--- config.mk ---
export PLATFORM = sky130hd
export DESIGN_NAME = mc_control_fsm
export DESIGN_NICKNAME = d
export VERILOG_FILES = /design/src/rtl/mc_ctrl_pkg.sv /design/src/rtl/alu_decoder.sv /design/src/rtl/mc_control_fsm.sv
export SDC_FILE = /design/constraint.sdc
export NUM_CORES = 1
export LEC_CHECK = 0
export ABC_AREA = 1
export BUFFER_PORTS_ARGS = -buffer_cell sky130_fd_sc_hd__buf_4
export CELL_PAD_IN_SITES_DETAIL_PLACEMENT = 1
export CELL_PAD_IN_SITES_GLOBAL_PLACEMENT = 1
export CORE_MARGIN = 10
export CORE_UTILIZATION = 39
export CTS_CLUSTER_DIAMETER = 200
export DETAILED_ROUTE_END_ITERATION = 10
export PLACE_DENSITY = 0.82
export SYNTH_ARGS = -nofsm -noshare
export SYNTH_HDL_FRONTEND = slang
export SYNTH_SLANG_ARGS = --single-unit
export TNS_END_PERCENT = 5
--- constraint.sdc ---
create_clock -name clk -period 4.5 [get_ports clk]
set_input_delay 0.9 -clock clk [delete_from_list [all_inputs] [get_ports clk]]
set_output_delay 0.9 -clock clk [all_outputs]
set_load 0.1 [all_outputs]
--- src/rtl/mc_ctrl_pkg.sv ---
// mc_ctrl_pkg: shared state, opcode, instruction-class and ALU encodings for the multi-cycle control unit
package mc_ctrl_pkg;

    typedef enum logic [2:0] {
        S_IDLE   = 3'd0,
        S_FETCH  = 3'd1,
        S_DECODE = 3'd2,
        S_EXEC   = 3'd3,
        S_MEM    = 3'd4,
        S_WB     = 3'd5,
        S_HALT   = 3'd6
    } state_t;

    typedef enum logic [2:0] {
        CL_R,
        CL_I,
        CL_LOAD,
        CL_STORE,
        CL_BAD
    } iclass_t;

    typedef enum logic [3:0] {
        ALU_ADD  = 4'b0000,
        ALU_SUB  = 4'b0001,
        ALU_AND  = 4'b0010,
        ALU_OR   = 4'b0011,
        ALU_XOR  = 4'b0100,
        ALU_SLL  = 4'b0101,
        ALU_SRL  = 4'b0110,
        ALU_SRA  = 4'b0111,
        ALU_SLT  = 4'b1000,
        ALU_SLTU = 4'b1001
    } alu_t;

    localparam logic [6:0] OP_R     = 7'b0110011;
    localparam logic [6:0] OP_I     = 7'b0010011;
    localparam logic [6:0] OP_LOAD  = 7'b0000011;
    localparam logic [6:0] OP_STORE = 7'b0100011;

    function automatic iclass_t classify(input logic [6:0] op);
        return op == OP_R     ? CL_R     :
               op == OP_I     ? CL_I     :
               op == OP_LOAD  ? CL_LOAD  :
               op == OP_STORE ? CL_STORE : CL_BAD;
    endfunction

endpackage

--- src/rtl/alu_decoder.sv ---
// alu_decoder: maps {class, funct3, funct7_5} to ALUControl and a legal flag
// Ports: cls_i instruction class, funct3_i/funct7_5_i instruction fields,
//        alu_ctrl_o ALU operation, legal_o instruction is supported
module alu_decoder
    import mc_ctrl_pkg::*;
(
    input  iclass_t    cls_i,
    input  logic [2:0] funct3_i,
    input  logic       funct7_5_i,
    output logic [3:0] alu_ctrl_o,
    output logic       legal_o
);

    alu_t base;
    logic is_alu;

    always_comb begin
        case (funct3_i)
            3'b000:  base = ALU_ADD;
            3'b001:  base = ALU_SLL;
            3'b010:  base = ALU_SLT;
            3'b011:  base = ALU_SLTU;
            3'b100:  base = ALU_XOR;
            3'b101:  base = funct7_5_i ? ALU_SRA : ALU_SRL;
            3'b110:  base = ALU_OR;
            default: base = ALU_AND;
        endcase
    end

    assign is_alu = cls_i == CL_R || cls_i == CL_I;

    // funct7_5 selects SUB only for register-register ops; ADDI ignores it
    assign alu_ctrl_o = (cls_i == CL_R && funct3_i == 3'b000 && funct7_5_i) ? ALU_SUB :
                        is_alu ? base : ALU_ADD;

    // only word loads/stores exist; SLLI with funct7_5 set has no meaning
    assign legal_o = cls_i == CL_R ? 1'b1 :
                     cls_i == CL_I ? !(funct3_i == 3'b001 && funct7_5_i) :
                     (cls_i == CL_LOAD || cls_i == CL_STORE) ? funct3_i == 3'b010 : 1'b0;

endmodule

--- src/rtl/mc_control_fsm.sv ---
// mc_control_fsm: multi-cycle RV32I control unit sequencing FETCH/DECODE/EXEC/MEM/WB
// Ports: clk, reset (async active-low), run; opcode/funct3/funct7_5 from IR;
//        imem_ready/dmem_ready memory handshakes; imem_req, ir_we, pc_we, immsel,
//        rs2sel, ALUControl, dmem_req, dmemwe, regsel, regwe datapath controls;
//        illegal sticky flag, retired instruction count, state_dbg current state
module mc_control_fsm
    import mc_ctrl_pkg::*;
#(
    parameter int RET_W = 32
) (
    input  logic             clk,
    input  logic             reset,
    input  logic             run,
    input  logic [6:0]       opcode,
    input  logic [2:0]       funct3,
    input  logic             funct7_5,
    input  logic             imem_ready,
    input  logic             dmem_ready,
    output logic             imem_req,
    output logic             ir_we,
    output logic             pc_we,
    output logic             immsel,
    output logic             rs2sel,
    output logic [3:0]       ALUControl,
    output logic             dmem_req,
    output logic             dmemwe,
    output logic             regsel,
    output logic             regwe,
    output logic             illegal,
    output logic [RET_W-1:0] retired,
    output logic [2:0]       state_dbg
);

    state_t           state_q;
    logic             illegal_q;
    logic [RET_W-1:0] retired_q;
    iclass_t          cls;
    logic [3:0]       alu_ctrl;
    logic             legal;
    logic             alu_phase;
    logic             is_mem;

    assign cls = classify(opcode);

    alu_decoder u_dec (
        .cls_i      (cls),
        .funct3_i   (funct3),
        .funct7_5_i (funct7_5),
        .alu_ctrl_o (alu_ctrl),
        .legal_o    (legal)
    );

    // ALU controls stay valid from EXEC through MEM/WB so the address and result hold steady
    assign alu_phase = state_q == S_EXEC || state_q == S_MEM || state_q == S_WB;
    assign is_mem    = cls == CL_LOAD || cls == CL_STORE;

    assign imem_req   = state_q == S_FETCH;
    assign ir_we      = imem_req && imem_ready;
    assign ALUControl = alu_phase ? alu_ctrl : 4'b0000;
    assign rs2sel     = alu_phase && cls != CL_R;
    assign immsel     = alu_phase && cls == CL_STORE;
    assign dmem_req   = state_q == S_MEM;
    assign dmemwe     = dmem_req && cls == CL_STORE;
    assign regwe      = state_q == S_WB;
    assign regsel     = regwe && cls != CL_LOAD;
    // stores retire in their final MEM cycle since they have no WB
    assign pc_we      = regwe || (dmemwe && dmem_ready);

    assign illegal   = illegal_q;
    assign retired   = retired_q;
    assign state_dbg = state_q;

    always_ff @(posedge clk or negedge reset) begin
        if (!reset) begin
            state_q   <= S_IDLE;
            illegal_q <= 1'b0;
            retired_q <= '0;
        end else begin
            retired_q <= retired_q + RET_W'(pc_we);
            case (state_q)
                S_IDLE:   state_q <= run ? S_FETCH : S_IDLE;
                S_FETCH:  state_q <= imem_ready ? S_DECODE : S_FETCH;
                S_DECODE: begin
                    state_q   <= legal ? S_EXEC : S_HALT;
                    illegal_q <= !legal;
                end
                S_EXEC:   state_q <= is_mem ? S_MEM : S_WB;
                S_MEM:    state_q <= !dmem_ready ? S_MEM :
                                     cls == CL_LOAD ? S_WB :
                                     run ? S_FETCH : S_IDLE;
                S_WB:     state_q <= run ? S_FETCH : S_IDLE;
                default:  state_q <= S_HALT;
            endcase
        end
    end

endmodule
# After elaboration in Yosys (flattened, before gate mapping)
# Index checks and enable logic that the tools add are counted.
# word_totals
register_bits	36
latch_bits	0
ramBits	0
mem_bits_ro	0
input_bits	16
out_inout_bits	49
elab_cells	63
mem_count	0
# classes
add_sub_neg	1
mul	0
div	0
order_cmp	0
n_eq_ne	19
shifts	0
n_mux	19
bitwise	0
reduce_logical	21
# ops
op	count
$add 32x1->32	1
$pmux 4 s7	1
$mux 3	7
$eq 3x2->1 const B	6
$eq 3x3->1 const B	5
$pmux 3 s5	1
$eq 7x6->1 const B	2
$mux 4	3
$eq 3x1->1 const B	3
$logic_and 1x1->1	9
$logic_not 3->1	3
$eq 7x2->1 const B	1
$eq 7x5->1 const B	1
$mux 1	6
$logic_or 1x1->1	5
$ne 3x2->1 const B	1
$reduce_bool 3->1	1
$logic_not 1->1	2
$mux 2	1
$reduce_or 2->1	1

# Depth between registers and ports, before layout
# depth
depth_word	12
depth_mapped	15
mapped_depth_nobuf	15

# By module
# Synthesis repeated with hierarchy kept, for this count alone.
# unflattened
hier_cells	339
area_unflattened_um2	2268.4
# by_module_without_submodules
mod	n_inst	cells_each	area_each_um2	seq_area_each_um2
mc_control_fsm	1	312	2152.1	900.9
alu_decoder	1	27	116.4	0.0

# Worst setup path before layout
# No wires, ideal clock.
# synth_path
path_type	register to output
startpoint	register state_q[2] (netlist: state_dbg[2])
endpoint	output port regsel
t_arrival_ns	4.222
t_required_ns	3.600
path_slack_ns	-0.622
path_stages_with_launch	5
path_buffers	0
cell_sequence	dfrtp_1 -> nand2_1 -> nor2_1 -> inv_1 -> a21oi_1
# synth_via
elab_chain_len	2
# synth_lines
item	line_no	source
start, declared	mc_control_fsm.sv:34	state_t state_q;
start signal, assigned	mc_control_fsm.sv:81	S_IDLE: state_q <= run ? S_FETCH : S_IDLE;
start signal, assigned	mc_control_fsm.sv:82	S_FETCH: state_q <= imem_ready ? S_DECODE : S_FETCH;
start signal, assigned	mc_control_fsm.sv:84	state_q <= legal ? S_EXEC : S_HALT;
$eq 3x3->1	mc_control_fsm.sv:64	assign regwe = state_q == S_WB;
net regwe	mc_control_fsm.sv:28	output logic regwe,
$logic_and 1x1->1	mc_control_fsm.sv:65	assign regsel = regwe && cls != CL_LOAD;
end, declared	mc_control_fsm.sv:27	output logic regsel,
# The timed path passes the listed nets, and every way through them passes these cells.

# Final worst setup path
# layout_path
startpoint	input port opcode[3]
endpoint	output port ALUControl[1]
# layout_via
elab_chain_len	10
word_cells_on_any_way	16
cone_classes	eq/ne: 5; mux: 7; reduce/logical: 4
# layout_lines
item	line_no	source
start, declared	mc_control_fsm.sv:14	input logic [6:0] opcode,
$eq 7x6->1	mc_ctrl_pkg.sv:44	op == OP_STORE ? CL_STORE : CL_BAD;
$mux 3	mc_ctrl_pkg.sv:44	
$mux 3	mc_ctrl_pkg.sv:43	op == OP_LOAD ? CL_LOAD :
$mux 3	mc_ctrl_pkg.sv:42	op == OP_I ? CL_I :
$mux 3 (*)	mc_ctrl_pkg.sv:41	return op == OP_R ? CL_R :
$eq 3x1->1 or $logic_not 3->1 (tied branches)	alu_decoder.sv:30, alu_decoder.sv:33	
$logic_or 1x1->1 or $logic_and 1x1->1 (tied branches)	alu_decoder.sv:30, alu_decoder.sv:33	
$mux 4 or $logic_and 1x1->1 (tied branches)	alu_decoder.sv:34, alu_decoder.sv:33	
$mux 4 (*)	alu_decoder.sv:33	assign alu_ctrl_o = (cls_i == CL_R && funct3_i == 3'b000 && funct7_5_i) ? ALU_SUB :
$mux 4 (*)	mc_control_fsm.sv:59	assign ALUControl = alu_phase ? alu_ctrl : 4'b0000;
end, declared	mc_control_fsm.sv:24	output logic [3:0] ALUControl,
# Every way passes the cells marked *; elsewhere a longest branch is shown, timed or not.

==> impl_metrics.csv <==
group,metric,value,unit
clock_tree,postCtsHoldBufs,0,
run,maxCapViolations,0,
grt,grt_start_max_net_pins,37,
detailed_routing,via_count,2179,
timing,setup_viol_count_final,0,
floorplan,die_x,95.1,µm
logic_synthesis,synth-seq-cells,36,
logic_synthesis,netlist_area,0.00220,mm²
critical_path,crit_arrival,2.11,ns
timing,hold_slack,0.519,ns
floorplan,rows,27,
detailed_routing,viasPerCell,4.81,
clock_tree,cts_buffers,5,
logic_synthesis,synth_seq_area_share,0.409,
final_layout,final_area,0.00289,mm²
floorplan,dieArea,0.00905,mm²
floorplan,die_y,95.1,µm
place,placed_cell_area,0.00278,mm²
timing,fin_worst_skew,0.00609,ns
floorplan,initial_core_util,0.400,
timing,hold_violations,0,
place,portBuffers,64,
critical_path,slowest_delay,0.30,ns
place,gp_congestion,0.848,
critical_path,cp-start-kind,"input pin",
logic_synthesis,synth_cells,309,
detailed_routing,drt-total-wl,6830,µm
logic_synthesis,synth_cell_types,21,
floorplan,core,0.00551,mm²
detailed_routing,ant_nets,0,
final_layout,final_cell_mix,"112 x nand2_1, 64 x buf_4, 54 x nor2_1",
clock_tree,cts_tree,"yes",
critical_path,crit_path_top_delay_cell,"buf_4",
final_layout,final_common_cell,"nand2_1",
timing,setup_slack,1.49,ns
detailed_routing,drt_pass1_iterations,4,
final_layout,diodes,0,
clock_tree,ctsResizeCount,0,
critical_path,r2r_setup_slack,2.12,ns
final_layout,drive_gt1_frac,0.252,
critical_path,worstPathCellList,"buf_4, nor2_1, nand2_1, nor2_1, nand3_1, nor2_1, buf_4",
min_path,holdCritPathClass,"reg2reg",
clock_tree,cts_htree_levels,2,
critical_path,critPathMostFrequentCell,"nor2_1",
clock_tree,cts.sink_count,36,
timing,maxClockFrequency,0.332,GHz
power_and_ir_drop,leakagePower,1.51,nW
logic_synthesis,synth.avg_cell_area,7.13,µm²
timing,worst_pin_slew,0.464,ns
clock_tree,cts_setup_buffers,0,
detailed_routing,wire_per_inst,15.1,µm
critical_path,worstPathMaxFanout,5,
timing,rsz0062_at_grt,"no",
critical_path,crit_path_end_kind,"output port",
timing,fin_crit_sh,0.670,
final_layout,syn_to_final_growth,31.4,%
final_layout,fin_nets,398,
place,post-dp-hpwl,5720,µm
clock_tree,insertion_delay,0.30,ns
detailed_routing,drt-initial-drc-count,67,
grt,grt_antenna_before_repair,0,
floorplan,pin_count,65,
clock_tree,clk_path_buf_depth,2,
outcome,outcome,"completed",
timing,maxSlewHeadroom,0.690,
power_and_ir_drop,irDropWorstVdd,0.000397,V
critical_path,cp.required,3.60,ns
logic_synthesis,synth_nets,327,
detailed_routing,drt_drc_violations_left,0,
critical_path,path_class,"in2out",
place,pre_cts_slack,1.40,ns
clock_tree,path_clk_slew,0.08,ns
clock_tree,cts_root_buffer,"clkbuf_8",
grt,grt_pass1_vias,2280,
timing,setup_tns,0,ns
grt,grt.overflow.total,0,
power_and_ir_drop,powerDensity,490,mW/mm²
timing,period_needed,3.01,ns
timing,maxSlewViolCount,0,
grt,grt_usage,0.155,
logic_synthesis,yosys_warnings,0,
grt,grt_pass1_wl,11200,µm
routing by layer:
layer / vias up / wire, µm / part of all wire / global-route usage
li1: 1091 / - / - / -
met1: 1036 / 3080 / 0.45 / 0.194
met2: 44 / 3340 / 0.49 / 0.259
met3: 8 / 303 / 0.044 / 0.0299
met4: 0 / 109 / 0.016 / 0.0561
met5: - / 0 / 0 / 0
flip-flops by register name (all words and copies together), names as in the netlist:
register	cells
illegal	1
retired	32
state_dbg	3
report_power, final:
| group | internal (mW) | total, mW | leakage (nW) | switching, mW |
|---|---|---|---|---|
| registers | 0.362 | 0.415 | 0.485 | 0.0522 |
| clock network | 0.164 | 0.293 | 0.0541 | 0.129 |
| logic | 0.131 | 0.711 | 0.971 | 0.580 |
cell usage after synthesis:
cell,n,area share
nand3_2,2,0.0091
nor2_8,1,0.0091
clkinv_1,1,0.0017
xor2_1,12,0.048
nand2_4,1,0.0051
o21ai_0,4,0.0091
xnor2_1,5,0.020
inv_2,2,0.0034
nand3b_2,1,0.0051
nand2_2,4,0.011
ha_1,2,0.011
inv_1,26,0.044
nor2_2,7,0.020
nor3_1,2,0.0045
nor2_4,3,0.015
dfrtp_1,36,0.41
nand2_1,112,0.19
a21oi_1,4,0.0091
nand3_1,15,0.034
nor2_1,56,0.095
nand3b_1,13,0.044
logic make-up (layout without fill, tap and decap cells):
family	after synthesis	count (layout)	share of synthesized area
flops	36	36	0.409
simple gates	217	217	0.444
buf+inv	29	101	0.0494
fa+ha+maj	2	2	0.0114
compound gates	8	8	0.0182
xor+xnor	17	17	0.0676
area by class of cell:
class	count	area, µm²
clock buffer	5	68.8
clock inverter	3	42.5
fill	725	2610
inverter	29	109
multi-input combinational	244	1200
sequential	36	901
tap	72	90.1
timing repair buffer	64	480
worst max-delay path: cells and delay by family:
kind,cells,cell delay [ns]
buffers and inverters,2,0.41
and+or+nand+nor,5,0.79
path summary, 6_finish.rpt:
| path | to | from | depth (start not counted) |
|---|---|---|---|
| min | retired[0] | retired[0] | 1 |
| min in group asynchronous | retired[3] | reset | 1 |
| min reg2reg | retired[0] | retired[0] | 1 |
| max | ALUControl[1] | opcode[3] | 7 |
| max in group asynchronous | retired[16] | reset | 1 |
| max reg2reg | retired[30] | state_dbg[1] | 14 |
through the flow:
| step | cells | util | total power, mW |
|---|---|---|---|
| floorplan | 309 | - | 0.972 |
| global placement | 445 | 0.505 | 1.13 |
| detailed placement | 445 | 0.505 | 1.14 |
| CTS | 453 | 0.525 | 1.43 |
| global route | 453 | 0.525 | 1.48 |
| finish | 453 | 0.525 | 1.42 |
(Power assumes the default switching activity.)
